[src/rtl/mem_arbiter.sv]
// Single-port memory arbiter: shares one memory port between instruction fetch
// (read-only) and data access (read/write). Data has priority, bounded by a burst
// guard so fetch cannot starve. Fetch responses made stale by a flush are dropped.
module mem_arbiter #(
  parameter int unsigned MAX_DATA_BURST = 4
) (
  input  logic        clk,
  input  logic        rstn_i,
  input  logic        flush_i,
  input  logic        IF_read_i,
  input  logic [31:0] IF_addr_i,
  output logic [31:0] IF_data_o,
  output logic        IF_valid_o,
  input  logic        DM_read_i,
  input  logic        DM_write_i,
  input  logic [31:0] DM_addr_i,
  input  logic [31:0] DM_wdata_i,
  input  logic [3:0]  DM_be_i,
  output logic [31:0] DM_data_o,
  output logic        DM_valid_o,
  output logic        MEM_req_o,
  output logic        MEM_we_o,
  output logic [31:0] MEM_addr_o,
  output logic [31:0] MEM_wdata_o,
  output logic [3:0]  MEM_be_o,
  input  logic [31:0] MEM_data_i,
  input  logic        MEM_valid_i
);

  typedef enum logic [1:0] {StIdle, StIfBusy, StDmBusy} state_e;

  localparam logic [3:0] MaxBurst = 4'(MAX_DATA_BURST);

  state_e     state_q;
  logic [3:0] burst_q;
  logic       drop_q;
  logic       dm_req;
  logic       if_wins;

  assign dm_req  = DM_read_i | DM_write_i;
  // Fetch wins when data is idle, or when data has used up its burst allowance.
  assign if_wins = IF_read_i & (~dm_req | (burst_q == MaxBurst));

  // Read data is a straight pass-through; the valid pulses qualify it.
  assign IF_data_o = MEM_data_i;
  assign DM_data_o = MEM_data_i;

  // Response pulses coincide with the memory completion; a flush in the
  // completion cycle also kills the fetch response.
  assign IF_valid_o = (state_q == StIfBusy) & MEM_valid_i & ~drop_q & ~flush_i;
  assign DM_valid_o = (state_q == StDmBusy) & MEM_valid_i;

  // Arbitration FSM with registered memory-side outputs.
  always_ff @(posedge clk or negedge rstn_i) begin
    if (!rstn_i) begin
      state_q     <= StIdle;
      burst_q     <= 4'd0;
      drop_q      <= 1'b0;
      MEM_req_o   <= 1'b0;
      MEM_we_o    <= 1'b0;
      MEM_addr_o  <= 32'd0;
      MEM_wdata_o <= 32'd0;
      MEM_be_o    <= 4'd0;
    end else begin
      unique case (state_q)
        StIdle: begin
          if (if_wins) begin
            state_q     <= StIfBusy;
            MEM_req_o   <= 1'b1;
            MEM_we_o    <= 1'b0;
            MEM_addr_o  <= IF_addr_i;
            MEM_wdata_o <= 32'd0;
            MEM_be_o    <= 4'hF;
            burst_q     <= 4'd0;
            drop_q      <= flush_i;
          end else if (dm_req) begin
            state_q     <= StDmBusy;
            MEM_req_o   <= 1'b1;
            MEM_we_o    <= DM_write_i;
            MEM_addr_o  <= DM_addr_i;
            MEM_wdata_o <= DM_wdata_i;
            MEM_be_o    <= DM_write_i ? DM_be_i : 4'hF;
            // Only data grants made while a fetch waits count toward the burst.
            if (!IF_read_i) begin
              burst_q <= 4'd0;
            end else if (burst_q != MaxBurst) begin
              burst_q <= burst_q + 4'd1;
            end
          end
        end
        StIfBusy: begin
          if (MEM_valid_i) begin
            state_q   <= StIdle;
            MEM_req_o <= 1'b0;
            drop_q    <= 1'b0;
          end else if (flush_i) begin
            drop_q <= 1'b1;
          end
        end
        StDmBusy: begin
          if (MEM_valid_i) begin
            state_q   <= StIdle;
            MEM_req_o <= 1'b0;
          end
        end
        default: state_q <= StIdle;
      endcase
    end
  end

endmodule

[config.mk]
export PLATFORM = sky130hd
export DESIGN_NAME = mem_arbiter
export DESIGN_NICKNAME = d
export VERILOG_FILES = /design/src/rtl/mem_arbiter.sv
export SDC_FILE = /design/constraint.sdc
export NUM_CORES = 1
export LEC_CHECK = 0
export BUFFER_PORTS_ARGS = -buffer_cell sky130_fd_sc_hd__clkbuf_2
export CAP_MARGIN = 20
export CORE_AREA = 2 2 105 107
export DETAILED_ROUTE_END_ITERATION = 7
export DIE_AREA = 0 0 107 109
export PLACE_DENSITY = 0.85
export SYNTH_ARGS = -nofsm -noshare
export SYNTH_HDL_FRONTEND = slang
export SYNTH_SLANG_ARGS = --single-unit
[constraint.sdc]
create_clock -name clk -period 1.7 [get_ports clk]
set_input_delay 0.17 -clock clk [delete_from_list [all_inputs] [get_ports clk]]
set_output_delay 0.17 -clock clk [all_outputs]
set_load 0.02 [all_outputs]
After elaboration in Yosys (flattened, before gate mapping):

Cells that the tools add are included.
Widths: inputs -> output; s select.

* register bits: 77
* bits of input ports: 139
* word-level logic and storage cells: 63

* add/sub/neg operators: 1
* equal/unequal tests: 9
* multiplexer cells: 25
* bitwise operators: 10
* reductions and logical operators: 10

Operators by type and width (count)
* $mux 32: 4
* $mux 4: 7
* $reduce_and 3->1: 3
* $mux 1: 8
* $mux 2: 3
* $ne 3x3->1 const B: 2
* $reduce_bool 2->1: 3
* $and 1x1->1: 5
* $add 4x1->4 const B: 1
* $eq 4x3->1 const B: 1
* $ne 4x3->1 const B: 1
* $pmux 1 s2: 2
* $pmux 2 s2: 1
* $reduce_and 2->1: 2
* $ne 3x1->1 const B: 1
* $not 1->1: 3
* $eq 2x1->1 const B: 1
* $eq 2x2->1 const B: 1
* $logic_not 2->1: 1
* $ne 2x1->1 const B: 1
* $ne 2x2->1 const B: 1
* $or 1x1->1: 2
* $reduce_or 2->1: 1

Depth between registers and ports, before layout:

* depth in word-level cells: 6
* gate-level depth with buffers: 8
* depth with buffers taken out: 6

Worst setup path before layout:

Ideal clock, no wire load.

* path kind: reg2reg
* from: register state_q[0]
* to: register MEM_wdata_o[2]
* arrival: 1.472 ns
* path slack: 0.107 ns
* stages on the path, launching flop included: 8
* buffers on the path: 2
* path through: dfrtp_1 -> inv_1 -> ha_1 -> nor2b_2 -> and2_1 -> buf_4 -> buf_6 -> a22o_1

* longest elaborated chain between the ends: 2

Ends and longest elaborated chain
* from (decl): RTL line 34 `state_e state_q;`
* from (signal assigned): RTL line 56 `state_q <= StIdle;`
* from (signal assigned): RTL line 68 `state_q <= StIfBusy;`
* from (signal assigned): RTL line 77 `state_q <= StDmBusy;`
* $logic_not 2->1: RTL line 65 `unique case (state_q)`
* $reduce_and 2->1 (no source line)
* to (signal assigned): RTL line 81 `MEM_wdata_o <= DM_wdata_i;`
* to (decl): RTL line 24 `output logic [31:0] MEM_wdata_o,`

No other way between the ends.
A chain may end at the register's enable or synchronous reset.

Worst setup path in the final report:

* from: register burst_q[0]
* to: register MEM_addr_o[28]

* longest elaborated chain between the ends: 5
* elaborated cells between the ends (all ways): 6
* classes of those cells: eq/ne: 1; mux: 1; bitwise: 2; reduce/logical: 2

Ends and longest elaborated chain
* from (decl): RTL line 35 `logic [3:0] burst_q;`
* from (signal assigned): RTL line 87 `burst_q <= burst_q + 4'd1;`
* $eq 4x3->1 (*): RTL line 42 `assign if_wins = IF_read_i & (~dm_req | (burst_q == MaxBurst));`
* $or 1x1->1 (*): RTL line 42
* $and 1x1->1 (*): RTL line 42
* $reduce_bool 2->1 (no source line)
* $reduce_and 2->1 (no source line)
* to (signal assigned): RTL line 71 `MEM_addr_o <= IF_addr_i;`
* to (signal assigned): RTL line 80 `MEM_addr_o <= DM_addr_i;`
* to (decl): RTL line 23 `output logic [31:0] MEM_addr_o,`

Mark *: on every way between the ends. The rest lies on a longest branch, timed or not.

==> key figures <==
Global route
  – Grt ovf: 0
  – First-pass GRT wire length: between 10 and 15 mm
  – Vias in the first global route: between 2,000 and 3,000
  – Largest net degree at the start of global routing: 40
  – Gr usage total: between 15 and 20%
  – Initial antenna violation count: 0

Synthesis
  – Post-synthesis sequential area ratio: about 50%
  – Post-synth top area share: approximately half
  – Synth Warn #: 0
  – Area leader, netlist: dfrtp_1
  – Yosys reg bits: between 70 and 80
  – Syn Inst Count: approximately 340
  – Synth unique cells: 34
  – Synthesized area: just under 4000 µm²
  – Syn Area/Cell: about 11 µm²
  – Synth top area cells: dfrtp_1 50%, buf_4 13%, mux2i_1 8.6%, a22o_1 7.8%, nand2_1 3.8%
  – Mapped Nets: 487

Setup path
  – Worst-path fanout max: 6
  – Critical path origin: burst_q[0]$_DFFE_PN0P_
  – Setup crit end kind: flip-flop
  – Reg-to-Reg Start: burst_q[0]$_DFFE_PN0P_
  – Startpoint Class: flip-flop
  – Crit Path Class: reg2reg
  – FF-to-FF End: MEM_addr_o[28]$_DFFE_PN0P_
  – Slowest CP cell: dfrtp_1
  – Crit-path most repeated cell: buf_12
  – Crit path to: MEM_addr_o[28]$_DFFE_PN0P_
  – CP Data Arrival Time: just over 2000 ps
  – Register-to-register setup slack: -100 ps
  – CP max stage delay: about 380 ps
  – Critical-path cell list: inv_2, ha_2, and3b_2, o21ai_4, buf_12, buf_12, mux2i_2, o21ai_1
  – Data required, critical path: 1930 ps
  – Register-to-Register Path Depth: 8

Drt
  – Wire length per cell: approximately 15 µm
  – # DRC: 0
  – Routed vias: ~2,900
  – Drt total wl: 9.141 mm
  – Antenna-violating nets left: 0
  – Iter 0 DRT Violations: roughly 140
  – 1st-pass router iterations: 4
  – Routed vias/inst: about 4.7

Cells and area
  – Synthesis-to-finish area growth: 25.50%
  – Commonest non-fill, non-tap cell in the layout: clkbuf_2
  – Area of the multi-input gates: approximately 1300 µm²
  – Filler cells: 980
  – Sequential cell area: between 1500 and 2000 µm²
  – Fin util: between 40% and 50%
  – Most frequent cells in the layout: 176 x clkbuf_2, 77 x dfrtp_1, 39 x nand2_1, 34 x a22o_1
  – Share of layout cells above drive strength 1: about half
  – Ant diodes: 0
  – Fin nets: between 600 and 700

STA
  – Max-Slew Margin vs Limit: 51.26%
  – Crit share post-route: 105.7%
  – Period minus WS final: roughly 1800 ps
  – # setup viols final: 66
  – RSZ-0062 raised after global routing: true
  – Final Hold Fails: 0
  – Post-route setup slack: -96.99 ps
  – Least-Margin Pin Slew: 731.1 ps
  – Final Skew: between 10 and 15 ps
  – Fin Hold WS: about 28 ps
  – Pins Over Slew Limit: 0
  – FMAX: 556.5 MHz

Run
  – Max cap viols: 0

Clock network
  – CTS tree: built
  – H-tree level count: 3
  – Register clock-pin slew on the reported worst setup and hold paths: about 90 ps
  – Skew-Pair Late Insertion Delay: between 300 and 400 ps
  – Clk Tree Root Cell: clkbuf_8
  – Clk buf depth: 2
  – TritonCTS Sinks: 77
  – Num CTS Buffers: 9

Floorplan
  – IO Pins: between 200 and 300
  – Core ar.: around 11,000 µm²
  – Die Wd: about 110 µm
  – Initial Util: ~36%
  – Die Ht: around 110 µm
  – Full die area: ~12,000 µm²
  – Row count: 38

Place
  – GPL Wtd Cong: about 0.7
  – HPWL Detailed: between 6 and 7 mm
  – PortBufs: 178

Status
  – Status: complete, but fails checks
  – Failing checks: setup timing

Power and ir drop
  – Peak VDD IR: approximately 940 µV
  – LEAKAGE: 2.644 nW
  – Pwr dens: ~1800 nW/µm²

Min path
  – Min-delay worst type: in2reg
==> metrics by stage <==
step	worst slack, ps	power (mW)	cell area (µm²)	cells	setup TNS, ps
5_1_grt	-175.2	9.395	4821	615	-7679
6_report	-96.99	8.779	4821	615	-3061
2_1_floorplan	107.1	6.000	3841	342	0
4_1_cts	-63.43	8.757	4740	611	-1367
3_5_place_dp	-43.40	7.277	4427	588	-895.6
3_3_place_gp	-25.48	7.092	4427	588	-25.48
==> routing by layer <==
layer / vias to the layer above / wire length [µm] / GRT usage, %
met5: - / 0 / 0
met4: 0 / 233 / 7.236
met3: 24 / 853 / 5.140
met2: 165 / 4589 / 26.98
met1: 1302 / 3464 / 16.76
li1: 1381 / - / -
==> cells by family after synthesis <==
logic type                 share of synthesized area (%)
buffers and inverters                              17.17
AOI/OAI and AO/OA                                  15.31
DFF                                                50.16
and+or+nand+nor                                    6.515
muxes                                              8.893
adders and majority gates                          1.954
==> worst max-delay path, delay by kind of cell (launching register included) <==
family / cells / cell delay [ps]
AOI/OAI and AO/OA: 2 / 340
adders and majority gates: 1 / 190
buffers and inverters: 3 / 330
DFF: 1 / 380
muxes: 1 / 210
and+or+nand+nor: 1 / 230
==> state kept, by name, indices dropped and copies added, names as in the netlist <==
| name | cells |
|---|---|
| MEM_addr_o | 32 |
| burst_q | 4 |
| MEM_be_o | 4 |
| MEM_wdata_o | 32 |
| MEM_we_o | 1 |
| MEM_req_o | 1 |
| drop_q | 1 |
| state_q | 2 |
==> worst min-delay path by stage <==
stage	from	to	slack, ps	cells past startpoint
6_report	DM_wdata_i[23]	MEM_wdata_o[23]$_DFFE_PN0P_	30	2
5_1_grt	DM_be_i[0]	MEM_be_o[0]$_DFFE_PN0P_	1	2
4_1_cts	DM_be_i[0]	MEM_be_o[0]$_DFFE_PN0P_	7	2
3_5_place_dp	rstn_i	MEM_wdata_o[23]$_DFFE_PN0P_	180	1
3_3_place_gp	rstn_i	MEM_wdata_o[29]$_DFFE_PN0P_	170	1
2_1_floorplan	rstn_i	MEM_addr_o[0]$_DFFE_PN0P_	-130	0
==> cell type report <==
cell class,count,area share [%]
Inverter,4,0.3114
Timing Repair Buffer,200,24.71
Multi-Input combinational cell,178,27.28
Clock buffer,9,2.569
Clock inverter,7,1.531
Tap cell,140,3.634
Sequential cell,77,39.97
==> power breakdown <==
group	total (mW)	switching, mW	internal, mW
sequential	3.19	0.495	2.69
clock	1.38	0.697	0.683
combinational	4.21	2.53	1.69
==> cell usage after synthesis <==
| cell | instances |
|---|---|
| a211oi_2 | 1 |
| a21o_1 | 1 |
| a21oi_1 | 1 |
| a22o_1 | 34 |
| and2_1 | 2 |
| and3b_1 | 1 |
| buf_12 | 3 |
| buf_2 | 8 |
| buf_4 | 65 |
| buf_6 | 4 |
| clkbuf_1 | 3 |
| dfrtp_1 | 77 |
| ha_1 | 6 |
| inv_1 | 4 |
| mux2_2 | 1 |
| mux2i_1 | 33 |
| nand2_1 | 39 |
| nand3_1 | 1 |
| nand3_2 | 1 |
| nor2_1 | 3 |
| nor2b_1 | 2 |
| nor2b_2 | 1 |
| nor3_1 | 2 |
| nor3_2 | 1 |
| o21a_1 | 1 |
| o21ai_0 | 9 |
| o21ai_1 | 27 |
| o21ai_2 | 1 |
| o22a_1 | 4 |
| o22ai_1 | 1 |
| o31ai_1 | 2 |
| o31ai_2 | 1 |
| or2_2 | 1 |
| or3b_1 | 1 |
==> repair_timing <==
action | CTS | global route
cloned | 1 | 1
buffers inserted | 5 | 3
setup endpoints to repair | 53 | 75
pin swaps | 1 | 3
hold buffers | 1 | 1
hold endpoints to repair | 38 | 1
resized for setup | 5 | 17
No activity file was read; power rests on OpenSTA's default activity.
